## src/rtl/cnn_pkg.sv

```systemverilog
// Shared definitions for the convolution MAC stream: FSM encoding, a clog2 helper,
// and the ReLU/saturation function applied at window close.
package cnn_pkg;

  typedef enum logic [1:0] {
    ST_IDLE = 2'd0,
    ST_ACC  = 2'd1,
    ST_FULL = 2'd2
  } state_t;

  function automatic int clog2(input int v);
    int r;
    r = 0;
    for (int i = 0; i < 31; i++) begin
      if ((1 << i) < v) r = i + 1;
    end
    return r;
  endfunction

  // Input width is carried in a 64-bit signed container; ow picks the output range.
  function automatic logic signed [63:0] sat_relu(input logic signed [63:0] v,
                                                  input int ow,
                                                  input logic relu,
                                                  output logic sat);
    logic signed [63:0] hi;
    logic signed [63:0] lo;
    logic signed [63:0] x;
    x   = (relu && (v < 64'sd0)) ? 64'sd0 : v;
    hi  = (64'sd1 <<< (ow - 1)) - 64'sd1;
    lo  = -hi - 64'sd1;
    sat = 1'b0;
    if (x > hi) begin
      x   = hi;
      sat = 1'b1;
    end else if (x < lo) begin
      x   = lo;
      sat = 1'b1;
    end
    return x;
  endfunction

endpackage

```

## src/rtl/conv_mac_stream_if.sv

```systemverilog
// Streaming handshake bundle between the convolution engine and its producer/consumer.
interface conv_mac_stream_if #(
  parameter int IW = 4,
  parameter int FW = 4,
  parameter int OW = 10
);
  logic                 start;
  logic [IW-1:0]        data_in;
  logic signed [FW-1:0] coef_in;
  logic                 relu_en;
  logic                 read_en;
  logic                 busy;
  logic                 done;
  logic                 result_valid;
  logic signed [OW-1:0] result;
  logic                 result_last;
  logic                 overflow;

  modport master (
    output start, data_in, coef_in, relu_en, read_en,
    input  busy, done, result_valid, result, result_last, overflow
  );

  modport slave (
    input  start, data_in, coef_in, relu_en, read_en,
    output busy, done, result_valid, result, result_last, overflow
  );
endinterface

```

## src/rtl/conv_result_buf.sv

```systemverilog
// NWIN x OW window result store: one write port at window close, one registered read port.
module conv_result_buf
  import cnn_pkg::*;
#(
  parameter int NWIN = 5,
  parameter int OW   = 10,
  localparam int WW  = (NWIN > 1) ? clog2(NWIN) : 1
) (
  input  logic                 clk,
  input  logic                 rst_n,
  input  logic                 wr_en,
  input  logic [WW-1:0]        wr_addr,
  input  logic signed [OW-1:0] wr_data,
  input  logic                 rd_en,
  input  logic [WW-1:0]        rd_addr,
  input  logic                 rd_last,
  output logic signed [OW-1:0] rd_data,
  output logic                 rd_valid,
  output logic                 rd_last_q
);

  logic signed [OW-1:0] mem [NWIN];

  // Contents are don't-care after reset, so the array carries no reset.
  always_ff @(posedge clk) begin
    if (wr_en) mem[wr_addr] <= wr_data;
  end

  always_ff @(posedge clk or posedge rst_n) begin
    if (rst_n) begin
      rd_data   <= '0;
      rd_valid  <= 1'b0;
      rd_last_q <= 1'b0;
    end else begin
      rd_valid  <= rd_en;
      rd_last_q <= rd_en && rd_last;
      if (rd_en) rd_data <= mem[rd_addr];
    end
  end

endmodule

```

## src/rtl/conv_mac_stream.sv

```systemverilog
// Serial multiply-accumulate convolution engine: KSIZE taps per window, NWIN windows
// buffered per frame, then drained one result per read.
//
// state   | meaning
// IDLE    | waiting for the first tap of a new frame
// ACC     | accumulating taps, windows closing into the buffer
// FULL    | all windows buffered, draining under read_en
module conv_mac_stream
  import cnn_pkg::*;
#(
  parameter int IW    = 4,
  parameter int FW    = 4,
  parameter int KSIZE = 9,
  parameter int NWIN  = 5,
  parameter int OW    = 10
) (
  input logic               clk,
  input logic               rst_n,
  conv_mac_stream_if.slave  bus
);

  localparam int PW = IW + FW + 1;
  localparam int AW = PW + clog2(KSIZE);
  localparam int TW = (KSIZE > 1) ? clog2(KSIZE) : 1;
  localparam int WW = (NWIN > 1) ? clog2(NWIN) : 1;

  state_t               state;
  state_t               state_next;
  logic signed [AW-1:0] acc;
  logic [TW-1:0]        tap;
  logic [WW-1:0]        win;
  logic [WW-1:0]        rptr;
  logic                 ovf;

  logic signed [PW-1:0] prod;
  logic signed [AW-1:0] sum;
  logic signed [63:0]   sat_val;
  logic                 sat_flag;
  logic signed [OW-1:0] wr_data;
  logic                 consume;
  logic                 close;
  logic                 last_win;
  logic                 rd;
  logic                 last_rd;

  always_comb begin
    prod    = PW'($signed({1'b0, bus.data_in})) * PW'(bus.coef_in);
    sum     = acc + AW'(prod);
    sat_val = sat_relu(64'(sum), OW, bus.relu_en, sat_flag);
    wr_data = OW'(sat_val);
  end

  assign consume  = bus.start && (state != ST_FULL);
  assign close    = consume && (tap == TW'(KSIZE - 1));
  assign last_win = (win == WW'(NWIN - 1));
  assign rd       = (state == ST_FULL) && bus.read_en;
  assign last_rd  = rd && (rptr == WW'(NWIN - 1));

  always_ff @(posedge clk or posedge rst_n) begin
    if (rst_n) state <= ST_IDLE;
    else       state <= state_next;
  end

  always_comb begin
    state_next = state;
    case (state)
      ST_IDLE, ST_ACC: begin
        if (close && last_win) state_next = ST_FULL;
        else if (consume)      state_next = ST_ACC;
      end
      ST_FULL: begin
        if (last_rd) state_next = ST_IDLE;
      end
      default: state_next = ST_IDLE;
    endcase
  end

  always_ff @(posedge clk or posedge rst_n) begin
    if (rst_n) begin
      acc  <= '0;
      tap  <= '0;
      win  <= '0;
      rptr <= '0;
      ovf  <= 1'b0;
    end else begin
      if (close) begin
        acc <= '0;
        tap <= '0;
        win <= last_win ? '0 : win + 1'b1;
      end else if (consume) begin
        acc <= sum;
        tap <= tap + 1'b1;
      end
      // The first tap of a frame restarts the sticky flag, even if it also closes a window.
      if (consume && (state == ST_IDLE)) ovf <= close && sat_flag;
      else if (close && sat_flag)        ovf <= 1'b1;
      if (rd) rptr <= last_rd ? '0 : rptr + 1'b1;
    end
  end

  conv_result_buf #(
    .NWIN (NWIN),
    .OW   (OW)
  ) u_buf (
    .clk       (clk),
    .rst_n     (rst_n),
    .wr_en     (close),
    .wr_addr   (win),
    .wr_data   (wr_data),
    .rd_en     (rd),
    .rd_addr   (rptr),
    .rd_last   (last_rd),
    .rd_data   (bus.result),
    .rd_valid  (bus.result_valid),
    .rd_last_q (bus.result_last)
  );

  assign bus.busy     = (state == ST_ACC);
  assign bus.done     = (state == ST_FULL);
  assign bus.overflow = ovf;

endmodule

```

## src/flat_wrapper.sv

```systemverilog
// flat-port wrapper written by rule: the top's interface ports become plain ports
module conv_mac_stream_flat import cnn_pkg::*;
#(
  parameter int IW    = 4,
  parameter int FW    = 4,
  parameter int KSIZE = 9,
  parameter int NWIN  = 5,
  parameter int OW    = 10
)
  (clk, rst_n, bus_start, bus_data_in, bus_coef_in, bus_relu_en, bus_read_en, bus_busy, bus_done, bus_result_valid, bus_result, bus_result_last, bus_overflow);
  conv_mac_stream_if #(.IW(IW), .FW(FW), .OW(OW)) bus_i ();
  input logic clk;
  input logic rst_n;
  input wire logic [$bits(bus_i.start)-1:0] bus_start;
  input wire logic [$bits(bus_i.data_in)-1:0] bus_data_in;
  input wire logic [$bits(bus_i.coef_in)-1:0] bus_coef_in;
  input wire logic [$bits(bus_i.relu_en)-1:0] bus_relu_en;
  input wire logic [$bits(bus_i.read_en)-1:0] bus_read_en;
  output wire logic [$bits(bus_i.busy)-1:0] bus_busy;
  output wire logic [$bits(bus_i.done)-1:0] bus_done;
  output wire logic [$bits(bus_i.result_valid)-1:0] bus_result_valid;
  output wire logic [$bits(bus_i.result)-1:0] bus_result;
  output wire logic [$bits(bus_i.result_last)-1:0] bus_result_last;
  output wire logic [$bits(bus_i.overflow)-1:0] bus_overflow;
  assign bus_i.start = bus_start;
  assign bus_i.data_in = bus_data_in;
  assign bus_i.coef_in = bus_coef_in;
  assign bus_i.relu_en = bus_relu_en;
  assign bus_i.read_en = bus_read_en;
  assign bus_busy = bus_i.busy;
  assign bus_done = bus_i.done;
  assign bus_result_valid = bus_i.result_valid;
  assign bus_result = bus_i.result;
  assign bus_result_last = bus_i.result_last;
  assign bus_overflow = bus_i.overflow;
  conv_mac_stream #(.IW(IW), .FW(FW), .KSIZE(KSIZE), .NWIN(NWIN), .OW(OW)) u_core (.clk(clk), .rst_n(rst_n), .bus(bus_i));
endmodule
```

## config.mk

```make
export PLATFORM = sky130hd
export DESIGN_NAME = conv_mac_stream_flat
export DESIGN_NICKNAME = d
export VERILOG_FILES = /design/src/rtl/cnn_pkg.sv /design/src/rtl/conv_mac_stream_if.sv /design/src/rtl/conv_result_buf.sv /design/src/rtl/conv_mac_stream.sv /design/src/flat_wrapper.sv
export SDC_FILE = /design/constraint.sdc
export NUM_CORES = 1
export LEC_CHECK = 0
export ABC_AREA = 1
export BUFFER_PORTS_ARGS = -buffer_cell sky130_fd_sc_hd__buf_2
export CAP_MARGIN = 5
export CORE_ASPECT_RATIO = 0.5
export CORE_MARGIN = 2
export CORE_UTILIZATION = 60
export CTS_CLUSTER_SIZE = 14
export DETAILED_ROUTE_END_ITERATION = 10
export GPL_ROUTABILITY_DRIVEN = 0
export PLACE_DENSITY_LB_ADDON = 0.05
export SLEW_MARGIN = 20
export SYNTH_ARGS = -nofsm -noshare
export SYNTH_HDL_FRONTEND = slang
export SYNTH_SLANG_ARGS = --single-unit
```

## constraint.sdc

```tcl
create_clock -name clk -period 6.33 [get_ports clk]
set_input_delay 0.3165 -clock clk [delete_from_list [all_inputs] [get_ports clk]]
set_output_delay 0.3165 -clock clk [all_outputs]
set_load 0.02 [all_outputs]
```

-- Word-level counts from Yosys, hierarchy flattened
Memory sizes are Yosys's and may differ from the RTL's. A register that Yosys moved wholly into a read port is not among the register bits.
Cells that the tools add are included.
- word-level logic and storage cells: 58
- register bits after elaboration: 28
- input bits: 13
- memories kept: 1
- bits in writable memories: 50
- output and inout bits: 15
- reduce and logical (&&, ||, !) cells: 14
- add/subtract/negate cells: 4
- order comparisons: 3
- equality and inequality tests: 8
- muxes and demuxes: 19
- multiply operators: 1
- memories (memory ; depth ; bits a word ; rd ports ; clocked after memory_dff ; wr ports ; line ; text):
    u_core.u_buf.mem ; 5 ; 10 ; 1 ; 1 ; 1 ; conv_result_buf.sv:22 ; logic signed [OW-1:0] mem [NWIN];
- operators by type and width (operator ; count):
    64-bit by 10-bit > comparator with 1-bit output, second input constant ; 1
    64-bit by 10-bit less-than comparator with 1-bit output, second input constant ; 1
    64-bit 2-to-1 mux ; 1
    13-bit 2-to-1 mux ; 2
    10-bit 2-to-1 mux ; 2
    13-bit by 9-bit adder with 13-bit output ; 1
    13-bit by 1-bit less-than comparator with 1-bit output, second input constant ; 1
    1-bit logical AND ; 9
    5-bit by 4-bit multiplier with 9-bit output ; 1
    4-bit 2-to-1 mux ; 2
    3-bit by 1-bit adder with 3-bit output, second input constant ; 2
    3-bit equality test, second input constant ; 2
    1-bit 2-to-1 mux ; 6
    2-bit 2-to-1 mux ; 3
    3-bit 2-to-1 mux ; 2
    4-bit by 1-bit adder with 4-bit output, second input constant ; 1
    4-bit equality test, second input constant ; 1
    2-bit one-hot mux with 2 select lines ; 1
    2-bit nonzero test ; 2
    3-bit by 1-bit != test with 1-bit output, second input constant ; 1
    2-bit by 1-bit equality test with 1-bit output, second input constant ; 1
    2-bit equality test, second input constant ; 1
    2-bit zero test ; 1
    2-bit by 1-bit != test with 1-bit output, second input constant ; 1
    3 further kinds ; 3

-- Depth between registers and ports, before layout
Gate-level depths: netlist of the first run.
- depth in word-level cells: 11
- mapped depth: 21
- mapped depth without buffers: 21

-- Cells and area by module
Synthesis of the first run repeated with hierarchy kept, for this count alone.
- cells, all modules: 555
- area, all modules: 5033.6 um^2
- modules (own cells, without submodules) (module ; cells each ; seq. area each (um^2) ; area an instance (um^2) ; times used):
    conv_mac_stream ; 336 ; 650.6 ; 2586.2 ; 1
    conv_result_buf ; 219 ; 1801.7 ; 2447.3 ; 1

-- Worst setup path before layout of the first run
Ideal clock, no wire load.
- path kind: in2reg
- from: input port bus_coef_in[3]
- to: memory u_core.u_buf.mem[0][0] (data pin)
- setup time: 0.271 ns
- arrival time: 3.514 ns
- required time: 6.059 ns
- slack: 2.546 ns
- stages on the path: 17
- buffers on the path: 0
- path through: inv_2 > or2_2 > fa_1 > fa_1 > inv_1 > fa_1 > fa_1 > nand2_1 > nand2_2 > nand3_2 > nand2_1 > nand2_1 > nand2_1 > nor2_1 > nand2_1 > nand2_4 > nand2_1
- cells in the longest elaborated chain, start to end: 8
- elaborated cells on any way between the ends: 9
- classes of those cells: add/sub: 1; mul: 1; order compare: 3; mux: 3; reduce/logical: 1
- ends and longest elaborated chain (item ; line ; text):
    from (decl) ; flat_wrapper.sv:16 ; input wire logic [$bits(bus_i.coef_in)-1:0] bus_coef_in;
    5-bit by 4-bit multiplier with 9-bit output (*) ; conv_mac_stream.sv:47 ; prod = PW'($signed({1'b0, bus.data_in})) * PW'(bus.coef_in);
    13-bit by 9-bit adder with 13-bit output (*) ; conv_mac_stream.sv:48 ; sum = acc + AW'(prod);
    13-bit by 1-bit less-than comparator with 1-bit output ; cnn_pkg.sv:28 ; x = (relu && (v < 64'sd0)) ? 64'sd0 : v;
    1-bit logical AND ; cnn_pkg.sv:28 ;
    64-bit 2-to-1 mux (*) ; cnn_pkg.sv:28 ;
    64-bit by 10-bit less-than comparator with 1-bit output ; cnn_pkg.sv:35 ; end else if (x < lo) begin
    10-bit 2-to-1 mux ; cnn_pkg.sv:35 ;
    10-bit 2-to-1 mux (*) ; cnn_pkg.sv:32 ; if (x > hi) begin
    named net u_core.sat_val[0] ; conv_mac_stream.sv:37 ; logic signed [63:0] sat_val;
    to (decl) ; conv_result_buf.sv:22 ;
The timed path passes the listed nets; every way through them passes the cells marked *.

-- Worst setup path in the final report of the first run
- from: input port bus_coef_in[3]
- to: memory u_core.u_buf.mem[4][8] (data pin)
Same word-level chain as after synthesis.

==> reports/metrics.cfg, run 1 <==
[synth]
syn_area_um2 = 4930
yosys-top-cells-area = edfxtp_1 30%, dfrtp_1 19%, ha_1 9.1%, nand2_1 8.3%, inv_1 5.0%
synthTopCellsByCount = 109 x nand2_1, 65 x inv_1, 50 x edfxtp_1
async_flop_share_pct = 43.2
syn_nets = 576
yosysTopAreaCellShare_pct = 30.5
syn_inst = 516
synthFlopType = edfxtp_1
ys_warn_count = 0
ys_seq_area_share_pct = 49.8
synth.distinct_cells = 31
synth_edf_count = 50
synth-seq-cells = 88
yosysMostFrequentCell = nand2_1
avgSynthCellArea_um2 = 9.55
synth_top_cell_by_area = edfxtp_1

[clock_network]
htree_levels = 3
insertion_delay_ns = 0.33
numCtsBuffers = 9
max-clock-path-buffers = 2
path_clk_slew_ns = 0.06
cts_tree = yes
postCtsSetupRepairBufs = 0
cts_sinks = 88
hold_buffers = 1
cts.repair.resized = 0
cts_root_buf = clkbuf_16

[drt]
vias_per_cell = 5.27
dr_wl_met2_um = 4210
drcViolationCount = 0
dr.max_layer_used = met4
wl_met3_um = 629
wl_per_cell_um = 15.0
drt-met1-wl_um = 5070
dr.pass1.iters = 4
drtIter0Drc = 200
ant_nets = 0
wirelength_um = 9960
vias = 3507

[min_path]
hp-class = in2reg

[setup_path]
start_kind = input port
crit_arrival_ns = 4.12
crit_required_ns = 6.50
cp_top_family = adder cells
crit_type = in2reg
worst_setup_path_end_kind = flop
worstPathMaxFanout = 10
crit_top_cell = nand2_1
crit_path_max_incr_delay_ns = 0.54
path_buf_inv = 3
worstPathCellList = buf_2, inv_2, or2_2, fa_1, fa_1, inv_1, fa_1, fa_1, nand2_1, nand2_2, nand3_2, nand2_1, nand2_1, nand2_1, nor2_1, nand2_2, nand2_4, nand3_1, nand2_1
cpMaxStageDelayCell = fa_1

[power_and_ir_drop]
power_per_cell_area_nw_per_um2 = 487
peakVddDrop_v = 0.000241
power.total_w = 0.00268
p_leak_nw = 2.63

[final_layout]
fin_nets = 608
antenna_cells = 0
drive_gt1_share_pct = 15.2
syn_to_final_growth_pct = 11.7
fill_cells = 649
layout.area.seq_um2 = 2450
multi_input_area_um2 = 2190

[sta]
fmax_mhz = 253
slew_viol_final = 0
max_slew_margin_pct = 30.8
finClkSkew_ns = 0.00547
setup_viol = 0
worst_pin_slew_ns = 1.03
min_period_ns = 3.95
rsz0062_at_grt = no
finalHoldViolCount = 0
fin_crit_sh_pct = 62.4
fin_tns_setup_ns = 0

[die]
initial_core_util_pct = 61.8
coreArea_um2 = 7970
pin_count = 28
die_width_um = 132
dieHeight_um = 68.1
die-area_um2 = 8990
placementRows = 23

[placement]
portBuffers = 27
dp.final_hpwl_um = 7310

[global_routing]
track_usage_pct = 24.1
antenna_found_initial = 0
grt_max_degree = 34
first_global_vias = 3262
gr-total-overflow = 0
grt_pass1_wl_um = 16500

[outcome]
status = completed

[flow_run]
maxCapViolCount = 0

[tightest hold or removal path, cell delays in order]
cell and delay (ns):
buf_2 0.11, nand2_1 0.08, a22oi_1 0.09
[cell type report]
class                   instances  share of cell area, %
clock buffers                  14                   5.00
clock inverters                 2                  0.205
inverters                      70                   4.77
multi-input cells             347                   39.7
flip-flops and latches         88                   44.6
well taps                     112                   2.55
repair buffers                 32                   3.18
[final timing paths]
check                      cells past startpoint                     from  slack (ns)                 endpoint
max                                           19           bus_coef_in[3]        2.38   u_core.u_buf.mem[4][8]
min                                            3                bus_start        0.31          u_core.state[0]
max reg2reg                                   17            u_core.acc[3]        2.59   u_core.u_buf.mem[4][8]
min reg2reg                                    2  u_core.u_buf.rd_data[3]        0.48  u_core.u_buf.rd_data[3]
max in group asynchronous                      4                    rst_n        5.17  u_core.u_buf.rd_data[1]
min in group asynchronous                      3                    rst_n        0.45           u_core.acc[11]
[power by group]
part / leakage, nW / switching, W / internal, W
combinational: 1.57 / 0.000855 / 0.000417
clock: 0.142 / 0.000200 / 0.000301
sequential: 0.917 / 0.0000642 / 0.000843
total: 2.63 / 0.00112 / 0.00156
[cells by family after synthesis]
logic type | after synthesis | synth area share [%]
XOR/XNOR | 6 | 1.07
buffers and inverters | 81 | 6.20
flip-flops | 88 | 49.8
adder cells (fa/ha/maj) | 47 | 13.6
AND/OR/NAND/NOR | 212 | 19.8
AO/OA/AOI/OAI | 82 | 9.58
[placed cells by master (no fill, tap or decap), drive strengths merged]
master,n
a21oi,9
buf,31
o22ai,11
inv,71
fa,11
xnor2,2
xor2,4
nor3,2
a22oi,1
a22o,7
nand2,120
clkbuf,14
dlygate4sd3,1
or2,2
clkinv,1
nand4,2
o21ai,54
nand3,29
edfxtp,50
nor2,54
dfrtp,38
nor4,3
ha,36
[per-layer routing]
metal	track usage, %	vias up
li1	-	1772
met1	35.7	1630
met2	36.8	96
met3	5.48	9
met4	5.03	0
met5	0	-
[per-stage QoR]
step	utilization [%]	setup WS [ns]	area [um2]	std cells	hold WS, ns
final	69.0	2.38	5500	665	0.312
after global routing	69.0	2.13	5500	665	0.305
after CTS	69.0	2.38	5500	665	0.304
after detailed placement	65.3	2.05	5210	648	0.240
after global placement	65.3	2.13	5210	648	0.230
after floorplan	-	2.55	4930	516	0.445
[sequential cells by signal, summed over array words and instances (netlist names), 2 cells and up]
signal                cells
u_core.state              2
u_core.win                3
u_core.rptr               3
u_core.u_buf.mem         50
u_core.u_buf.rd_data     10
u_core.acc               13
u_core.tap                4
Note: power is estimated with default switching activity, not from simulation.
==> run 2: changes to the inputs <==
CORE_UTILIZATION = 55   (was 60)
clock period = 3.5 ns   (was 6.33 ns; I/O delays follow)
==> run 2 against run 1 <==
Worst hold slack worse by 0.13 ns. First-iteration DRC count up 30%. Final area up 7.6%. Core utilization down 1.0 points. Die area up 8.7%. Register-to-register slack worse by 2.5 ns. Wire length up 5.3%. Clock power up 110%. Sequential share of layout area down 3.1 points. Flip-flop and latch count unchanged.
==> reports/metrics.cfg, run 2 (synthesized netlist as in run 1, its figures left out) <==
[global_routing]
grt_pass1_wl_um = 16900  ; was 16500 um
first_global_vias = 3342  ; was 3262
gr-total-overflow = 0  ; unchanged
antenna_found_initial = 0  ; unchanged
grt_max_degree = 34  ; unchanged
track_usage_pct = 23.3  ; was 24.1%

[sta]
fin_crit_sh_pct = 98.8
rsz0062_at_grt = yes  ; was no
finClkSkew_ns = 0.00971  ; was 0.00547 ns
worst_pin_slew_ns = 0.809  ; was 1.03 ns
setup_viol = 0  ; unchanged
max_slew_margin_pct = 46.1  ; was 30.8%
setup_slack_ns = 0.0422  ; was 2.38 ns
min_period_ns = 3.46
fmax_mhz = 289
finalHoldViolCount = 0  ; unchanged
slew_viol_final = 0  ; unchanged

[setup_path]
crit_required_ns = 3.57  ; was 6.50 ns
start_kind = flop  ; was input port
worst_setup_path_end_kind = flop  ; unchanged
crit_path_max_incr_delay_ns = 0.55  ; was 0.54 ns
crit_type = reg2reg  ; was in2reg
cp_top_family = adder cells  ; unchanged
worstPathMaxFanout = 5  ; was 10
crit_arrival_ns = 3.53  ; was 4.12 ns
path_buf_inv = 2  ; was 3
cpMaxStageDelayCell = fa_2  ; was fa_1
worstPathCellList = inv_2, fa_1, fa_1, inv_1, fa_2, fa_2, nand2_2, nand2_4, nand3_2, nand2_2, nand2_1, nand3_2, nand2_4, nor2_8, nand2_4, nand3_1, nand2_2  ; was buf_2, inv_2, or2_2, fa_1, fa_1, inv_1, fa_1, fa_1, nand2_1, nand2_2, nand3_2, nand2_1, nand2_1, nand2_1, nor2_1, nand2_2, nand2_4, nand3_1, nand2_1

[final_layout]
layout.cell_area.non_filler_um2 = 5920  ; was 5500 um2
fin_util_pct = 68.0  ; was 69.0%
max_flop_register = u_core.u_buf.mem  ; unchanged
reg_top3 = u_core.u_buf.mem (50), u_core.acc (13), u_core.u_buf.rd_data (10)  ; unchanged
fin_nets = 641  ; was 608
largest_reg_flops = 50  ; unchanged
fill_cells = 722  ; was 649
final_common_cell = nand2_1  ; unchanged
drive_gt1_share_pct = 24.7  ; was 15.2%
final_cell_mix = 94 x nand2_1, 64 x inv_1, 50 x edfxtp_1, 48 x o21ai_0, 46 x nor2_1  ; was 109 x nand2_1, 65 x inv_1, 50 x edfxtp_1, 48 x nor2_1, 48 x o21ai_0
syn_to_final_growth_pct = 20.2  ; was 11.7%
antenna_cells = 0  ; unchanged

[drt]
vias = 3599  ; was 3507
drtIter0Drc = 259  ; was 200
wl_per_cell_um = 14.9  ; was 15.0 um
dr.pass1.iters = 5  ; was 4
wirelength_um = 10500  ; was 9960 um
vias_per_cell = 5.12  ; was 5.27
drcViolationCount = 0  ; unchanged
ant_nets = 0  ; unchanged

[clock_network]
insertion_delay_ns = 0.34  ; was 0.33 ns
path_clk_slew_ns = 0.06  ; about the same
numCtsBuffers = 9  ; unchanged
cts_root_buf = clkbuf_16  ; unchanged
max-clock-path-buffers = 2  ; unchanged
cts_sinks = 88  ; unchanged
htree_levels = 3  ; unchanged
cts_tree = yes  ; unchanged

[min_path]
hp-class = in2reg  ; unchanged

[placement]
portBuffers = 27  ; unchanged
dp.final_hpwl_um = 7470  ; was 7310 um
dpl_cell_area_um2 = 5400  ; was 5210 um2
place_ws_ns = -0.268  ; was 2.05 ns

[die]
dieHeight_um = 70.9  ; was 68.1 um
placementRows = 24  ; was 23
die_width_um = 138  ; was 132 um
initial_core_util_pct = 56.6  ; was 61.8%
pin_count = 28  ; unchanged
coreArea_um2 = 8710  ; was 7970 um2
die-area_um2 = 9780  ; was 8990 um2

[power_and_ir_drop]
power.total_w = 0.00567  ; was 0.00268 W
power_per_cell_area_nw_per_um2 = 958  ; was 487 nW/um2
peakVddDrop_v = 0.000484  ; was 0.000241 V
p_leak_nw = 2.82  ; was 2.63 nW

[outcome]
status = completed  ; unchanged

[flow_run]
maxCapViolCount = 0  ; unchanged

==> run 2: changes by cell type in the layout (fill, tap and decap cells not counted), moves of 3 or more <==
cell       change
nand2_1       -15
buf_4         +31
clkbuf_1       -3
nand2_2       +12
nand3_2        +3
bufinv_16      +3
nand2_4        +5
nand3_1        -5
==> run 2: timing repair <==
item                                    CTS  global route
endpoints found under the setup margin   45            51
buffers inserted                          0             6
hold buffers                              1             0
resized for setup                         7            26
gates cloned                              1             1
pin swaps                                 2            10
endpoints found under the hold margin     5             0
==> run 2: final timing paths <==
| kind | slack (ns) | start | cells after the start | to |
|---|---|---|---|---|
| min reg2reg | 0.48 | u_core.u_buf.rd_data[3] | 2 | u_core.u_buf.rd_data[3] |
| max in group asynchronous | 2.48 | rst_n | 4 | u_core.u_buf.rd_data[3] |
| min in group asynchronous | 0.32 | rst_n | 3 | u_core.u_buf.rd_data[0] |
| min | 0.18 | bus_start | 3 | u_core.state[0] |
| max reg2reg | 0.04 | u_core.acc[3] | 17 | u_core.u_buf.mem[4][3] |
| max | 0.04 | u_core.acc[3] | 17 | u_core.u_buf.mem[4][3] |
==> run 2: metal layers <==
layer / vias up / GRT usage (%) / routed length (um)
met5: - / 0 / 0
met4: 0 / 5.90 / 94
met3: 8 / 6.24 / 588
met2: 87 / 34.5 / 4520
met1: 1664 / 34.4 / 5290
li1: 1840 / - / -
==> run 2: final cells by class <==
class,count,area [um2],area share [%]
clock buffers,9,225,3.80
clock inverters,7,110,1.86
inverters,70,263,4.44
multi-input cells,349,2320,39.1
flip-flops and latches,88,2450,41.4
well taps,117,146,2.47
repair buffers,63,408,6.89
==> run 2: where the power goes <==
group	internal, W	total, W	switching, W
sequential	0.00152	0.00163	0.000107
combinational	0.00117	0.00297	0.00180
clock	0.000691	0.00107	0.000382
total	0.00338	0.00567	0.00229
==> run 2: per-stage QoR <==
stage / TNS (ns) / hold WS [ns] / std cells
3_3_place_gp: -10.01 / 0.114 / 678
4_1_cts: -0.425 / 0.168 / 696
3_5_place_dp: -12.30 / 0.116 / 678
5_1_grt: -2.28 / 0.197 / 703
6_report: 0 / 0.183 / 703
2_1_floorplan: 0 / 0.355 / 516
==> run 2: worst reg2reg max path, stage by stage (launching register included) <==
cell and delay, ns:
dfrtp_1 0.37, inv_2 0.07, fa_1 0.42, fa_1 0.49
inv_1 0.05, fa_2 0.55, fa_2 0.23, nand2_2 0.07
nand2_4 0.09, nand3_2 0.07, nand2_2 0.07, nand2_1 0.07
nand3_2 0.10, nand2_4 0.09, nor2_8 0.17, nand2_4 0.10
nand3_1 0.10, nand2_2 0.09
